===== src/rtl/stack_pkg.sv =====
// Shared types and defaults for the parametrised LIFO stack.
// Operation decode used by param_stack; default geometry constants.
package stack_pkg;

   localparam int DEF_DATA_W = 32;
   localparam int DEF_DEPTH  = 32;

   typedef enum logic [1:0] {
      OP_NOP,
      OP_PUSH,
      OP_POP,
      OP_REPLACE
   } stack_op_t;

   // Collapse the two request strobes into a single operation code
   function automatic stack_op_t decode_op(input logic push, input logic pop);
      stack_op_t op;
      case ({push, pop})
         2'b10:   op = OP_PUSH;
         2'b01:   op = OP_POP;
         2'b11:   op = OP_REPLACE;
         default: op = OP_NOP;
      endcase
      return op;
   endfunction

endpackage


===== src/rtl/stack_mem.sv =====
// Stack storage: DEPTH x DATA_W register array, one synchronous write
// port and one asynchronous read port (top of stack). With
// PARAM_STACK_PEEK_EN defined a second async read port exposes the entry
// below the top so the controller can refresh its peek register on a pop.
module stack_mem #(
   parameter  int DATA_W = 32,
   parameter  int DEPTH  = 32,
   localparam int ADDR_W = $clog2(DEPTH)
) (
   input  logic              clk,
   input  logic              we,
   input  logic [ADDR_W-1:0] waddr,
   input  logic [DATA_W-1:0] wdata,
   input  logic [ADDR_W-1:0] raddr,
   output logic [DATA_W-1:0] rdata
`ifdef PARAM_STACK_PEEK_EN
   ,
   input  logic [ADDR_W-1:0] raddr2,
   output logic [DATA_W-1:0] rdata2
`endif
);

   // Contents are deliberately left uninitialised; reset does not clear them
   logic [DATA_W-1:0] mem_q [DEPTH];

   // Single write port; the controller never addresses beyond DEPTH-1
   always_ff @(posedge clk) begin
      if (we) mem_q[waddr] <= wdata;
   end

   assign rdata = mem_q[raddr];

`ifdef PARAM_STACK_PEEK_EN
   assign rdata2 = mem_q[raddr2];
`endif

endmodule


===== src/rtl/param_stack.sv =====
// Parametrised LIFO stack: push/pop/replace control, count/full/empty
// status, sticky overflow/underflow flags and a registered pop output.
// Optional feature macro: PARAM_STACK_PEEK_EN (adds peek_data/peek_valid,
// a registered copy of the post-operation top entry).
module param_stack
   import stack_pkg::*;
#(
   parameter  int DATA_W = DEF_DATA_W,
   parameter  int DEPTH  = DEF_DEPTH,
   localparam int PTR_W  = $clog2(DEPTH + 1)
) (
   input  logic              clk,
   input  logic              reset,
   input  logic              push,
   input  logic              pop,
   input  logic [DATA_W-1:0] data_in,
   input  logic              clr_err,
   output logic [DATA_W-1:0] data_out,
   output logic              rd_valid,
   output logic [PTR_W-1:0]  count,
   output logic              full,
   output logic              empty,
   output logic              overflow,
   output logic              underflow
`ifdef PARAM_STACK_PEEK_EN
   ,
   output logic [DATA_W-1:0] peek_data,
   output logic              peek_valid
`endif
);

   localparam int ADDR_W = $clog2(DEPTH);
   localparam logic [PTR_W-1:0]  DEPTH_P = PTR_W'(DEPTH);
   localparam logic [PTR_W-1:0]  ONE_P   = 1;
   localparam logic [ADDR_W-1:0] ONE_A   = 1;

   logic [PTR_W-1:0]  ptr_q, ptr_d;
   logic [DATA_W-1:0] data_out_q, data_out_d;
   logic              rd_valid_q, rd_valid_d;
   logic              full_q, full_d;
   logic              empty_q, empty_d;
   logic              ovf_q, ovf_d;
   logic              udf_q, udf_d;

   stack_op_t         op;
   logic              we;
   logic [ADDR_W-1:0] waddr;
   logic [ADDR_W-1:0] raddr;
   logic [DATA_W-1:0] top_data;

`ifdef PARAM_STACK_PEEK_EN
   logic [DATA_W-1:0] peek_q, peek_d;
   logic [ADDR_W-1:0] raddr2;
   logic [DATA_W-1:0] below_data;
`endif

   stack_mem #(
      .DATA_W (DATA_W),
      .DEPTH  (DEPTH)
   ) u_mem (
      .clk    (clk),
      .we     (we),
      .waddr  (waddr),
      .wdata  (data_in),
      .raddr  (raddr),
      .rdata  (top_data)
`ifdef PARAM_STACK_PEEK_EN
      ,
      .raddr2 (raddr2),
      .rdata2 (below_data)
`endif
   );

   // Decode the request, compute next pointer/flags and the memory write
   always_comb begin
      op         = decode_op(push, pop);
      // Top lives at ptr-1; park the address at 0 when empty to stay in range
      raddr      = empty_q ? '0 : ptr_q[ADDR_W-1:0] - ONE_A;
      waddr      = ptr_q[ADDR_W-1:0];
      we         = 1'b0;
      ptr_d      = ptr_q;
      data_out_d = data_out_q;
      rd_valid_d = 1'b0;
      // A new error event in the same cycle as clr_err keeps the flag set
      ovf_d      = ovf_q & ~clr_err;
      udf_d      = udf_q & ~clr_err;
      case (op)
         OP_PUSH: begin
            if (full_q) begin
               ovf_d = 1'b1;
            end else begin
               we    = 1'b1;
               ptr_d = ptr_q + ONE_P;
            end
         end
         OP_POP: begin
            if (empty_q) begin
               udf_d = 1'b1;
            end else begin
               data_out_d = top_data;
               rd_valid_d = 1'b1;
               ptr_d      = ptr_q - ONE_P;
            end
         end
         OP_REPLACE: begin
            if (empty_q) begin
               // Nothing to pop: behaves as a push into slot 0
               we    = 1'b1;
               ptr_d = ONE_P;
               udf_d = 1'b1;
            end else begin
               // Old top is read before the edge, then overwritten in place
               data_out_d = top_data;
               rd_valid_d = 1'b1;
               we         = 1'b1;
               waddr      = raddr;
            end
         end
         default: ;
      endcase
      // Reset takes precedence over any write in flight
      if (reset) we = 1'b0;
      full_d  = (ptr_d == DEPTH_P);
      empty_d = (ptr_d == '0);
   end

`ifdef PARAM_STACK_PEEK_EN
   // Track the post-operation top: new data on push/replace, the entry
   // below the old top on a pop that leaves the stack non-empty
   always_comb begin
      raddr2 = (ptr_q > ONE_P) ? raddr - ONE_A : '0;
      peek_d = peek_q;
      case (op)
         OP_PUSH:    if (!full_q) peek_d = data_in;
         OP_POP:     if (ptr_q > ONE_P) peek_d = below_data;
         OP_REPLACE: peek_d = data_in;
         default: ;
      endcase
   end
`endif

   // State registers with synchronous active-high reset
   always_ff @(posedge clk) begin
      if (reset) begin
         ptr_q      <= '0;
         data_out_q <= '0;
         rd_valid_q <= 1'b0;
         full_q     <= 1'b0;
         empty_q    <= 1'b1;
         ovf_q      <= 1'b0;
         udf_q      <= 1'b0;
`ifdef PARAM_STACK_PEEK_EN
         peek_q     <= '0;
`endif
      end else begin
         ptr_q      <= ptr_d;
         data_out_q <= data_out_d;
         rd_valid_q <= rd_valid_d;
         full_q     <= full_d;
         empty_q    <= empty_d;
         ovf_q      <= ovf_d;
         udf_q      <= udf_d;
`ifdef PARAM_STACK_PEEK_EN
         peek_q     <= peek_d;
`endif
      end
   end

   assign data_out  = data_out_q;
   assign rd_valid  = rd_valid_q;
   assign count     = ptr_q;
   assign full      = full_q;
   assign empty     = empty_q;
   assign overflow  = ovf_q;
   assign underflow = udf_q;

`ifdef PARAM_STACK_PEEK_EN
   assign peek_data  = peek_q;
   assign peek_valid = ~empty_q;
`endif

endmodule

===== config.mk =====
export PLATFORM = sky130hd
export DESIGN_NAME = param_stack
export DESIGN_NICKNAME = d
export VERILOG_FILES = /design/src/rtl/stack_pkg.sv /design/src/rtl/stack_mem.sv /design/src/rtl/param_stack.sv
export SDC_FILE = /design/constraint.sdc
export NUM_CORES = 1
export LEC_CHECK = 0
export CORE_MARGIN = 3
export CORE_UTILIZATION = 62
export CTS_BUF_LIST = sky130_fd_sc_hd__clkbuf_16
export CTS_CLUSTER_DIAMETER = 120
export DETAILED_ROUTE_END_ITERATION = 6
export HOLD_SLACK_MARGIN = 0.02
export MAX_ROUTING_LAYER = met4
export PLACE_DENSITY = 0.76
export SYNTH_ARGS = -nofsm -noshare
export SYNTH_HDL_FRONTEND = slang
export SYNTH_SLANG_ARGS = --single-unit

===== constraint.sdc =====
create_clock -name clk -period 4.5 [get_ports clk]
set_clock_uncertainty 0.05 [all_clocks]
set_input_delay 1.125 -clock clk [delete_from_list [all_inputs] [get_ports clk]]
set_output_delay 1.125 -clock clk [all_outputs]
set_load 0.02 [all_outputs]

==> run metrics <==
clk_lat worst skew=680 ps; grt total ovfl=0; CTS max path bufs=3; share of the synthesized area in the top cell type=0.729; P per Cell Area=482 nW/um^2; CTS tree=done; endpoint class of the critical path=register; Layout Utilization=0.715; Tmin final=4050 ps; register area share after synthesis=0.749; DRC viols=0; critical path class=reg -> reg; reg2reg start=count[0]$_SDFF_PP0_; ys async rst share=0; WHS=438 ps; DIE WIDTH=267 um; layout cell share with drive strength beyond 1=0.128; Yosys cell types=61; Synth area leader=edfxtp_1; Post-Syn Area per Cell=15.3 um^2; Routed WL per cell=28.2 um; fmax=247 MHz; maxcap violations=0; dpl ws=354 ps; Post-Syn Nets=2802; Worst-path clk slew=60 ps; DRT Wirelength=108 mm; initial antenna violation count=4; row count=95; final slew viol count=0; final setup violation count=0; storage element area=31600 um^2; Max Fanout on Critical Path=38; synthesized area=42200 um^2; #FFs+latches synth=1067; H-tree depth=3; ys flop type=edfxtp_1; Pleak=0.0158 uW; Slew @ Worst Pin=1320 ps; CP max stage cell=dfxtp_1; clock root buffer=clkbuf_16; critical path cell sequence=inv_1 -> ha_4 -> nor2_4 -> buf_12 -> buf_12 -> nand2_1 -> a311o_1 -> a32oi_1 -> a22o_1; crit-path max cell delay=800 ps; CTS Sinks=1067; first-pass GRT wire length=160 mm; count of final hold-check violations=0; worst vdd ir=0.410 mV; multi-input logic area=9900 um^2; die height=267 um; gpl congestion=0.916; GRT Overall Usage=0.312; filler instances=4151; PortBufs=79; Post-CTS Setup Bufs=0; worst r2r path cells=9; antenna-violating nets left=0; HP Class=reg -> reg; largest net degree at the start of global routing=133; post-CTS sizing=0; die area=71200 um^2; crit path launch=count[0]$_SDFF_PP0_; CTS Buf Count=103; Setup crit start kind=register; Worst slew margin=0.119; R2R setup slack=450 ps; worst setup margin=450 ps; reg2reg end=data_out[31]$_SDFFE_PP0P_; via count=25700; drt pass-1 iters=7; Crit path arrival time=4610 ps; setup_tns=0 ps; IO Pins=80; crit share post-route=0.900; Post-CTS Hold Fix Bufs=0; Yosys warning total=0; outcome=complete, no violations; core box area=67300 um^2; RSZ-0062 raised after global routing=no; Starting DRT DRC Count=3453; DP HPWL=62.1 mm; CP dominant cell by count=buf_12; Data required, critical path=5060 ps; Worst setup endpoint=data_out[31]$_SDFFE_PP0P_; Initial Utilization=0.627; synth top area cells=edfxtp_1, nand2_1, dfxtp_1, mux4_2, nand3_1; Vias/cell=6.72; synth-to-layout area growth=14.0%; final-stage net count=2902; vias in the first global route=25400; Post-synth EDFFs=1024; Cells after Synth=2761
## where the power goes
group          switching (uW)  leakage (uW)  internal (uW)
Clock                    3560       0.00169           4610
Combinational            2500       0.00454           1320
Sequential                157       0.00956          11000
Total                    6220        0.0158          17000
## cells by family after synthesis
kind of cell               count (synthesis)  synth area share
DFF                                     1067             0.749
xor gates and xnor gates                   2          0.000415
muxes                                    132            0.0418
buffers and inverters                    247            0.0244
and+or+nand+nor                          775            0.0836
AOI/OAI and AO/OA                        534            0.0995
adders and majority gates                  4           0.00119
## per-layer routing
metal | track usage | vias to the layer above | share of wire | routed length, um
met5 | - | - | 0 | 0
met3 | 0.0547 | 271 | 0.093 | 9980
li1 | - | 11100 | - | -
met2 | 0.486 | 1522 | 0.48 | 51800
met1 | 0.414 | 12800 | 0.38 | 40900
met4 | 0.131 | 0 | 0.047 | 5010
## flip-flops by register name, indices dropped and copies added, names as in the netlist
name         cells
rd_valid         1
full             1
underflow        1
u_mem.mem_q   1024
count            6
data_out        32
empty            1
overflow         1
## area by class of cell
cell class / count / share of cell area
antenna: 3 / 0.000156
multi-input combinational: 1447 / 0.206
tap: 873 / 0.0227
sequential: 1067 / 0.657
inverter: 39 / 0.00310
clock buffer: 107 / 0.0557
timing repair buffer: 203 / 0.0443
clock inverter: 83 / 0.0108
## stage by stage
| step | area [um^2] | power (uW) | cells |
|---|---|---|---|
| after floorplan | 42200 | 13600 | 2761 |
| after global placement | 44900 | 15100 | 3629 |
| after detailed placement | 44900 | 15200 | 3629 |
| after CTS | 48100 | 23200 | 3819 |
| after global routing | 48100 | 23900 | 3822 |
| final | 48100 | 23200 | 3822 |
## how the worst min path moves through the flow
stage	startpoint	to	cells after the start
after global placement	overflow$_SDFF_PP0_	overflow$_SDFF_PP0_	2
final	overflow$_SDFF_PP0_	overflow$_SDFF_PP0_	2
after detailed placement	overflow$_SDFF_PP0_	overflow$_SDFF_PP0_	2
after floorplan	overflow$_SDFF_PP0_	overflow$_SDFF_PP0_	2
after CTS	overflow$_SDFF_PP0_	overflow$_SDFF_PP0_	2
after global routing	overflow$_SDFF_PP0_	overflow$_SDFF_PP0_	2
## placed cells by master, fill, tap and decap left out, types with 35 or more instances in the layout
cell             instances
mux2i_1                 65
nand2_1                399
nor3_1                  37
a32oi_1                 63
inv_1                   71
edfxtp_1              1024
and2_1                  65
a21oi_1                 42
clkdlybuf4s50_1         78
buf_4                   91
dfxtp_1                 42
o22ai_1                 38
nand3_1                131
mux2_2                  35
clkbuf_16              107
a211oi_1                62
nor2_4                  36
a31oi_1                 37
## Yosys cell counts (4+ instances only)
cell type,number
a211oi_1,62
edfxtp_1,1024
nor2_1,53
nand2_1,400
a211o_1,32
a221oi_1,32
o31a_1,32
o311ai_0,32
a31oi_1,37
or3_1,33
a32oi_1,63
a21oi_1,42
nor3_1,37
buf_2,60
and2_1,66
ha_1,4
nand3_1,131
inv_1,39
mux2i_1,65
o22ai_1,38
nand2b_1,8
mux4_2,32
nor2b_1,34
a22o_1,32
a2111oi_0,33
clkbuf_1,125
a311o_1,31
dfxtp_1,43
mux2_2,35
buf_4,7
buf_1,16
o21ai_0,11
o211ai_1,34
## worst max-delay path, delay by kind of cell (launching register included)
family / cells / cell delay [ps]
DFF: 1 / 800
AOI/OAI and AO/OA: 3 / 1060
adders and majority gates: 1 / 470
buffers and inverters: 3 / 840
and+or+nand+nor: 2 / 720
(Power assumes the default switching activity.)
